`src/rtl/pg_rca_share_pkg.sv`:
```
// pg_rca_share_pkg
//   Shared constants and helpers for the shared ripple-carry adder block.
//   OPND_W : width of each signed operand
//   SUM_W  : width of the exact signed sum
//   rr_inc : round-robin pointer increment with wrap to 0 at nreq
package pg_rca_share_pkg;

  localparam int OPND_W = 12;
  localparam int SUM_W  = 13;

  // Next round-robin start position after index ptr was served.
  function automatic int unsigned rr_inc(input int unsigned ptr, input int unsigned nreq);
    return (ptr + 1 >= nreq) ? 0 : ptr + 1;
  endfunction

endpackage

```
`src/rtl/s_pg_rca12.sv`:
```
// s_pg_rca12
//   Signed 12-bit propagate/generate ripple-carry adder, purely combinational.
//   a_i   [11:0] : signed operand A
//   b_i   [11:0] : signed operand B
//   sum_o [12:0] : exact signed sum A+B
module s_pg_rca12
  import pg_rca_share_pkg::*;
(
  input  logic [OPND_W-1:0] a_i,
  input  logic [OPND_W-1:0] b_i,
  output logic [SUM_W-1:0]  sum_o
);

  logic [OPND_W-1:0] p;
  logic [OPND_W-1:0] g;
  logic [OPND_W:0]   c;

  assign p    = a_i ^ b_i;
  assign g    = a_i & b_i;
  assign c[0] = 1'b0;

  for (genvar gi = 0; gi < OPND_W; gi++) begin : g_bit
    assign c[gi+1]   = g[gi] | (p[gi] & c[gi]);
    assign sum_o[gi] = p[gi] ^ c[gi];
  end

  // Sign bit of the sign-extended sum: extension bits are a[11] and b[11],
  // so the extra bit is their XOR combined with the carry out of bit 11.
  assign sum_o[SUM_W-1] = p[OPND_W-1] ^ c[OPND_W];

endmodule

```
`src/rtl/pg_rca_share_ctrl.sv`:
```
// pg_rca_share_ctrl
//   Shares one signed 12-bit adder among NREQ requesters using a round-robin
//   arbiter, an NREQ:1 operand mux and a single-entry result register.
//   clk        : rising-edge clock
//   rst_n      : asynchronous active-low reset
//   req_valid  : per-requester operand valid
//   req_ready  : per-requester accept (one-hot or zero)
//   req_a/b    : packed signed operands, requester i in bits [12i+11:12i]
//   out_valid  : result register holds an unconsumed result
//   out_ready  : consumer accepts the result
//   out_sum    : exact 13-bit signed sum
//   out_id     : requester that owns out_sum
module pg_rca_share_ctrl
  import pg_rca_share_pkg::*;
#(
  parameter int NREQ = 4,
  parameter int IDW  = 2
) (
  input  logic                   clk,
  input  logic                   rst_n,
  input  logic [NREQ-1:0]        req_valid,
  output logic [NREQ-1:0]        req_ready,
  input  logic [NREQ*OPND_W-1:0] req_a,
  input  logic [NREQ*OPND_W-1:0] req_b,
  output logic                   out_valid,
  input  logic                   out_ready,
  output logic [SUM_W-1:0]       out_sum,
  output logic [IDW-1:0]         out_id
);

  logic [OPND_W-1:0] a_arr [NREQ];
  logic [OPND_W-1:0] b_arr [NREQ];
  logic [OPND_W-1:0] a_sel;
  logic [OPND_W-1:0] b_sel;
  logic [SUM_W-1:0]  sum_w;

  logic [IDW-1:0]    rr_ptr_q,    rr_ptr_d;
  logic              out_valid_q, out_valid_d;
  logic [SUM_W-1:0]  out_sum_q,   out_sum_d;
  logic [IDW-1:0]    out_id_q,    out_id_d;

  logic [NREQ-1:0]   grant_oh;
  logic [IDW-1:0]    grant_idx;
  logic              found;
  logic              can_accept;
  logic              xfer;

  for (genvar gi = 0; gi < NREQ; gi++) begin : g_unpack
    assign a_arr[gi] = req_a[gi*OPND_W +: OPND_W];
    assign b_arr[gi] = req_b[gi*OPND_W +: OPND_W];
  end

  // Round-robin search: first valid index at or after rr_ptr, modulo NREQ.
  // Grants are also masked by rst_n so req_ready stays low during reset.
  always_comb begin
    grant_oh   = '0;
    grant_idx  = '0;
    found      = 1'b0;
    can_accept = !out_valid_q || out_ready;
    for (int k = 0; k < NREQ; k++) begin
      if (!found && req_valid[(int'(rr_ptr_q) + k) % NREQ]) begin
        found     = 1'b1;
        grant_idx = IDW'((int'(rr_ptr_q) + k) % NREQ);
      end
    end
    if (found && can_accept && rst_n) begin
      grant_oh[grant_idx] = 1'b1;
    end
  end

  assign xfer      = |grant_oh;
  assign req_ready = grant_oh;

  assign a_sel = a_arr[grant_idx];
  assign b_sel = b_arr[grant_idx];

  s_pg_rca12 u_add (
    .a_i   (a_sel),
    .b_i   (b_sel),
    .sum_o (sum_w)
  );

  // A new transfer overwrites the result even when the old one is being
  // consumed in the same cycle, so back-to-back results have no bubble.
  always_comb begin
    out_valid_d = out_valid_q;
    out_sum_d   = out_sum_q;
    out_id_d    = out_id_q;
    rr_ptr_d    = rr_ptr_q;
    if (xfer) begin
      out_valid_d = 1'b1;
      out_sum_d   = sum_w;
      out_id_d    = grant_idx;
      rr_ptr_d    = IDW'(rr_inc(int'(grant_idx), NREQ));
    end else if (out_ready) begin
      out_valid_d = 1'b0;
    end
  end

  always_ff @(posedge clk or negedge rst_n) begin
    if (!rst_n) begin
      out_valid_q <= 1'b0;
      out_sum_q   <= '0;
      out_id_q    <= '0;
      rr_ptr_q    <= '0;
    end else begin
      out_valid_q <= out_valid_d;
      out_sum_q   <= out_sum_d;
      out_id_q    <= out_id_d;
      rr_ptr_q    <= rr_ptr_d;
    end
  end

  assign out_valid = out_valid_q;
  assign out_sum   = out_sum_q;
  assign out_id    = out_id_q;

endmodule

```
`config.mk`:
```
export PLATFORM = sky130hd
export DESIGN_NAME = pg_rca_share_ctrl
export DESIGN_NICKNAME = d
export VERILOG_FILES = /design/src/rtl/pg_rca_share_pkg.sv /design/src/rtl/s_pg_rca12.sv /design/src/rtl/pg_rca_share_ctrl.sv
export SDC_FILE = /design/constraint.sdc
export NUM_CORES = 1
export LEC_CHECK = 0
export ABC_AREA = 1
export BUFFER_PORTS_ARGS = -buffer_cell sky130_fd_sc_hd__buf_2
export CAP_MARGIN = 40
export CORE_UTILIZATION = 52
export DETAILED_ROUTE_END_ITERATION = 16
export GPL_TIMING_DRIVEN = 0
export PLACE_DENSITY_LB_ADDON = 0.08
export REMOVE_ABC_BUFFERS = 1
export SETUP_SLACK_MARGIN = 0.02
export SLEW_MARGIN = 5
export SYNTH_ARGS = -nofsm -noshare
export SYNTH_HDL_FRONTEND = slang
export SYNTH_HIERARCHICAL = 1
export SYNTH_SLANG_ARGS = --single-unit
```
`constraint.sdc`:
```
create_clock -name clk -period 10.9 [get_ports clk]
set_input_delay 0.545 -clock clk [delete_from_list [all_inputs] [get_ports clk]]
set_output_delay 0.545 -clock clk [all_outputs]
set_load 0.005 [all_outputs]
```
==> metrics.md <==
| Metric | Value |
|---|---|
| Max clock buf depth | `2` |
| Max Clk Rate | `0.124 GHz` |
| Int Pwr | `554 uW` |
| Maximum number of pins on one net before global-route repair | `52` |
| Post-detailed-route via-to-cell ratio | `5.04` |
| Core region area | `4750 sq um` |
| Number of global-route vias before repair | `2,648` |
| Clk_skew | `0.00789 ns` |
| Average wire length per cell after detail routing | `10.9 um` |
| Net Sw Frac | `0.580` |
| Syn-to-layout area delta | `24.5%` |
| Final ANT Viol Nets | `0` |
| Share of power burned in combinational logic | `0.865` |
| Peak supply drop | `184 uV` |
| Number of remaining DRC errors | `0` |
| CTS tree | `built` |
| Area post-placement | `3190 sq um` |
| Cell repeated most along the worst path | `nand2_1` |
| Number of setup violations in the final report | `0` |
| Origin of the worst setup path | `rr_ptr_q[0]$_DFFE_PN0P_` |
| Clock latency on the worst-skew pair | `0.25 ns` |
| Compound-gate portion of the synthesized area | `0.0140` |
| Die width | `72.6 um` |
| Number of instances in the synthesized netlist | `437` |
| Required @ worst endpoint | `11.05 ns` |
| Combined area of all synthesized cells | `2590 sq um` |
| Post-layout instance area | `3230 sq um` |
| Part of the total power dissipated in sequential elements | `0.101` |
| Boundary pin count | `123` |
| HPWL Detailed | `4730 um` |
| Wire length of the first global-routing pass | `10,800 um` |
| Sequential element share of the synthesized area | `0.174` |
| Number of buffers created by CTS | `3` |
| Die Span Y | `72.6 um` |
| GRT Total Usage | `0.251` |
| Initial core utilization | `0.546` |
| Share of the clock period used by the worst path | `0.742` |
| Area share of fa/ha/maj cells after synthesis | `0.107` |
| Static leakage power | `0.00207 uW` |
| Area fraction of the dominant cell type after synthesis | `0.282` |
| IO Port Bufs | `122` |
| Flops & latches, synth | `18` |
| Worst min-delay path category | `input pin to async pin` |
| Critical path type | `flop to flop` |
| Clock tree root driver cell | `clkbuf_8` |
| Hold violation total from the final report | `0` |
| Power Dens Cells | `408 nW/um^2` |
| Combinational family with the most area after synthesis | `simple AND/OR/NAND/NOR gates` |
| Capturing point of the worst reg2reg path | `out_sum[11]$_DFFE_PN0P_` |
| Slew at the pin closest to its max-slew limit | `0.872 ns` |
| Critical path endpoint category | `flop` |
| Post-synthesis area per instance | `5.94 sq um` |
| # Post-CTS Setup Buffers | `0` |
| Hold WS | `0.213 ns` |
| Hold buffer count at CTS | `0` |
| Number of DRC markers in iteration 0 | `137` |
| Arrival time at the worst endpoint | `8.24 ns` |
| Number of search-and-repair iterations in the first detailed-routing pass | `4` |
| Result of the run | `finished, final reports clean` |
| Post-Synth Simple-Gate Area | `0.548` |
| Critical Path Start Type | `flop` |
| Total Wirelength | `6570 um` |
| Number of distinct library cell variants in the gate-level netlist after synthesis | `26` |
| Post-CTS clock slew at the launch and capture registers of the worst setup and hold paths | `0.07 ns` |
| Total negative slack for setup checks | `0 ns` |
| Biggest area consumer among synthesized cells | `nand2_1` |
| Critical path endpoint | `out_sum[11]$_DFFE_PN0P_` |
| Share of cells above drive strength 1 | `0.276` |
| Min Tclk post-route | `8.09 ns` |
| Number of resized instances in the post-cts repair step | `0` |
| Unrepaired setup endpoints after global routing | `no` |
| Yosys Warn Count | `6` |
| Count of vias placed by the detailed router | `3,042` |
| Cell Count, Final, Fillers Out | `603` |
| Number of maximum-capacitance violations | `0` |
| Reg-to-reg setup timing slack | `2.81 ns` |
| Worst stage delay on the critical path | `0.63 ns` |
| Number of core rows | `25` |
| DIE AREA | `5280 sq um` |
| Cell count after placement | `600` |
| Clock group share of total power | `0.034` |
| Dominant cells by area after synthesis | `nand2_1 (28%), dfrtp_1 (17%), nand4_1 (12%), fa_1 (9.3%), nand3_1 (9.1%)` |
| GP Congestion | `0.885` |
| Remaining global-route overflow | `0` |
| Slew Limit Headroom | `0.417` |
| Total number of H-tree levels | `1` |
| Cell with the largest stage delay on the worst path | `nand2_2` |
| Worst-path maximum fanout | `49` |
| Number of clock sinks | `18` |
| Post-synthesis share of cell area spent on xor and xnor gates | `0` |
| P_sw | `764 uW` |
| Multiplexer share of the synthesized area | `0` |
| # nets final | `656` |
| Initial antenna violation count | `0` |
| Number of cells on the worst reg-to-reg path | `28` |
| Launch instance of the worst register-to-register path | `rr_ptr_q[0]$_DFFE_PN0P_` |
| Max-slew violation count | `0` |
| Antenna diode count | `0` |
worst min path at each step:
stage                                        from                       to  slack (ns)  depth (start not counted)
after floorplan                             rst_n    out_id[0]$_DFFE_PN0P_        0.25                          0
after global placement    out_sum[12]$_DFFE_PN0P_  out_sum[12]$_DFFE_PN0P_        0.48                          2
after detailed placement   out_sum[9]$_DFFE_PN0P_   out_sum[9]$_DFFE_PN0P_        0.49                          2
after CTS                                   rst_n    out_id[0]$_DFFE_PN0P_        0.23                          1
after global routing                        rst_n    out_id[0]$_DFFE_PN0P_        0.24                          1
final                                       rst_n    out_id[0]$_DFFE_PN0P_        0.21                          1
final cells by class:
class	count	area [sq um]
well taps	67	83.8
fillers	451	1520
multi-input cells	326	1740
inverters	65	246
flip-flops and latches	18	450
repair buffers	124	666
clock buffers	3	41.3
synthesized netlist by cell type:
cell and number:
nand3_2 2, nor2_1 2, nor2_8 1, o21ai_1 1, nand4_1 49, nand3_4 1
inv_1 60, nand2_2 3, buf_2 12, ha_1 3, buf_4 5, nand3_1 47
a21boi_0 1, fa_1 12, nand2_1 195, nor2_2 2, dfrtp_1 18, a21boi_2 1
inv_4 1, clkbuf_1 8, o211ai_2 1, nand2_8 1, nand2_4 2, inv_2 4
buf_6 3, nor3_1 2
metal layers:
layer / routed length [um] / vias to the layer above / track usage / part of all wire
met2: 3260 / 96 / 0.456 / 0.50
met4: 65 / 0 / 0.0654 / 0.0099
met5: 0 / - / 0 / 0
met3: 358 / 6 / 0.0359 / 0.054
met1: 2900 / 1358 / 0.310 / 0.44
li1: - / 1582 / - / -
cells by family after synthesis:
| kind of cell | after synthesis |
|---|---|
| AO/OA/AOI/OAI | 4 |
| flip-flops | 18 |
| buffers and inverters | 93 |
| AND/OR/NAND/NOR | 307 |
| adder cells (fa/ha/maj) | 15 |
sequential cells by signal, indices dropped and copies added (netlist names):
signal and flops:
out_valid 1, out_sum 13, out_id 2, rr_ptr_q 2
critical path: cells and delay by family (launching register included):
kind	cells	cell delay [ns]
fa+ha+maj	12	4.65
buf+inv	2	0.55
flops	1	0.59
simple gates	14	2.14
per-stage QoR:
stage	util	total power (uW)	setup slack, ns
2_1_floorplan	-	981	3.26
3_3_place_gp	0.658	1230	2.00
3_5_place_dp	0.671	1290	2.85
4_1_cts	0.680	1340	2.83
5_1_grt	0.680	1520	2.30
6_report	0.680	1320	2.81
power groups by stage:
| stage | logic, uW | clock network (uW) | registers, uW |
|---|---|---|---|
| 5_1_grt | 1340 | 49.1 | 136 |
| 2_1_floorplan | 847 | 0 | 134 |
| 3_5_place_dp | 1150 | 0 | 134 |
| 4_1_cts | 1160 | 46.6 | 133 |
| 3_3_place_gp | 1100 | 0 | 133 |
| 6_report | 1140 | 45.2 | 133 |
cell usage in the layout, fill, tap and decap left out, types with 3 or more instances in the layout:
cell type    n
fa_1        12
nand3_2      3
nand4_1     49
nand2_1    194
nand2_2      4
buf_2      122
clkbuf_8     3
inv_1       60
ha_1         3
inv_2        4
dfrtp_1     18
nand3_1     46
Note: power is estimated with default switching activity, not from simulation.
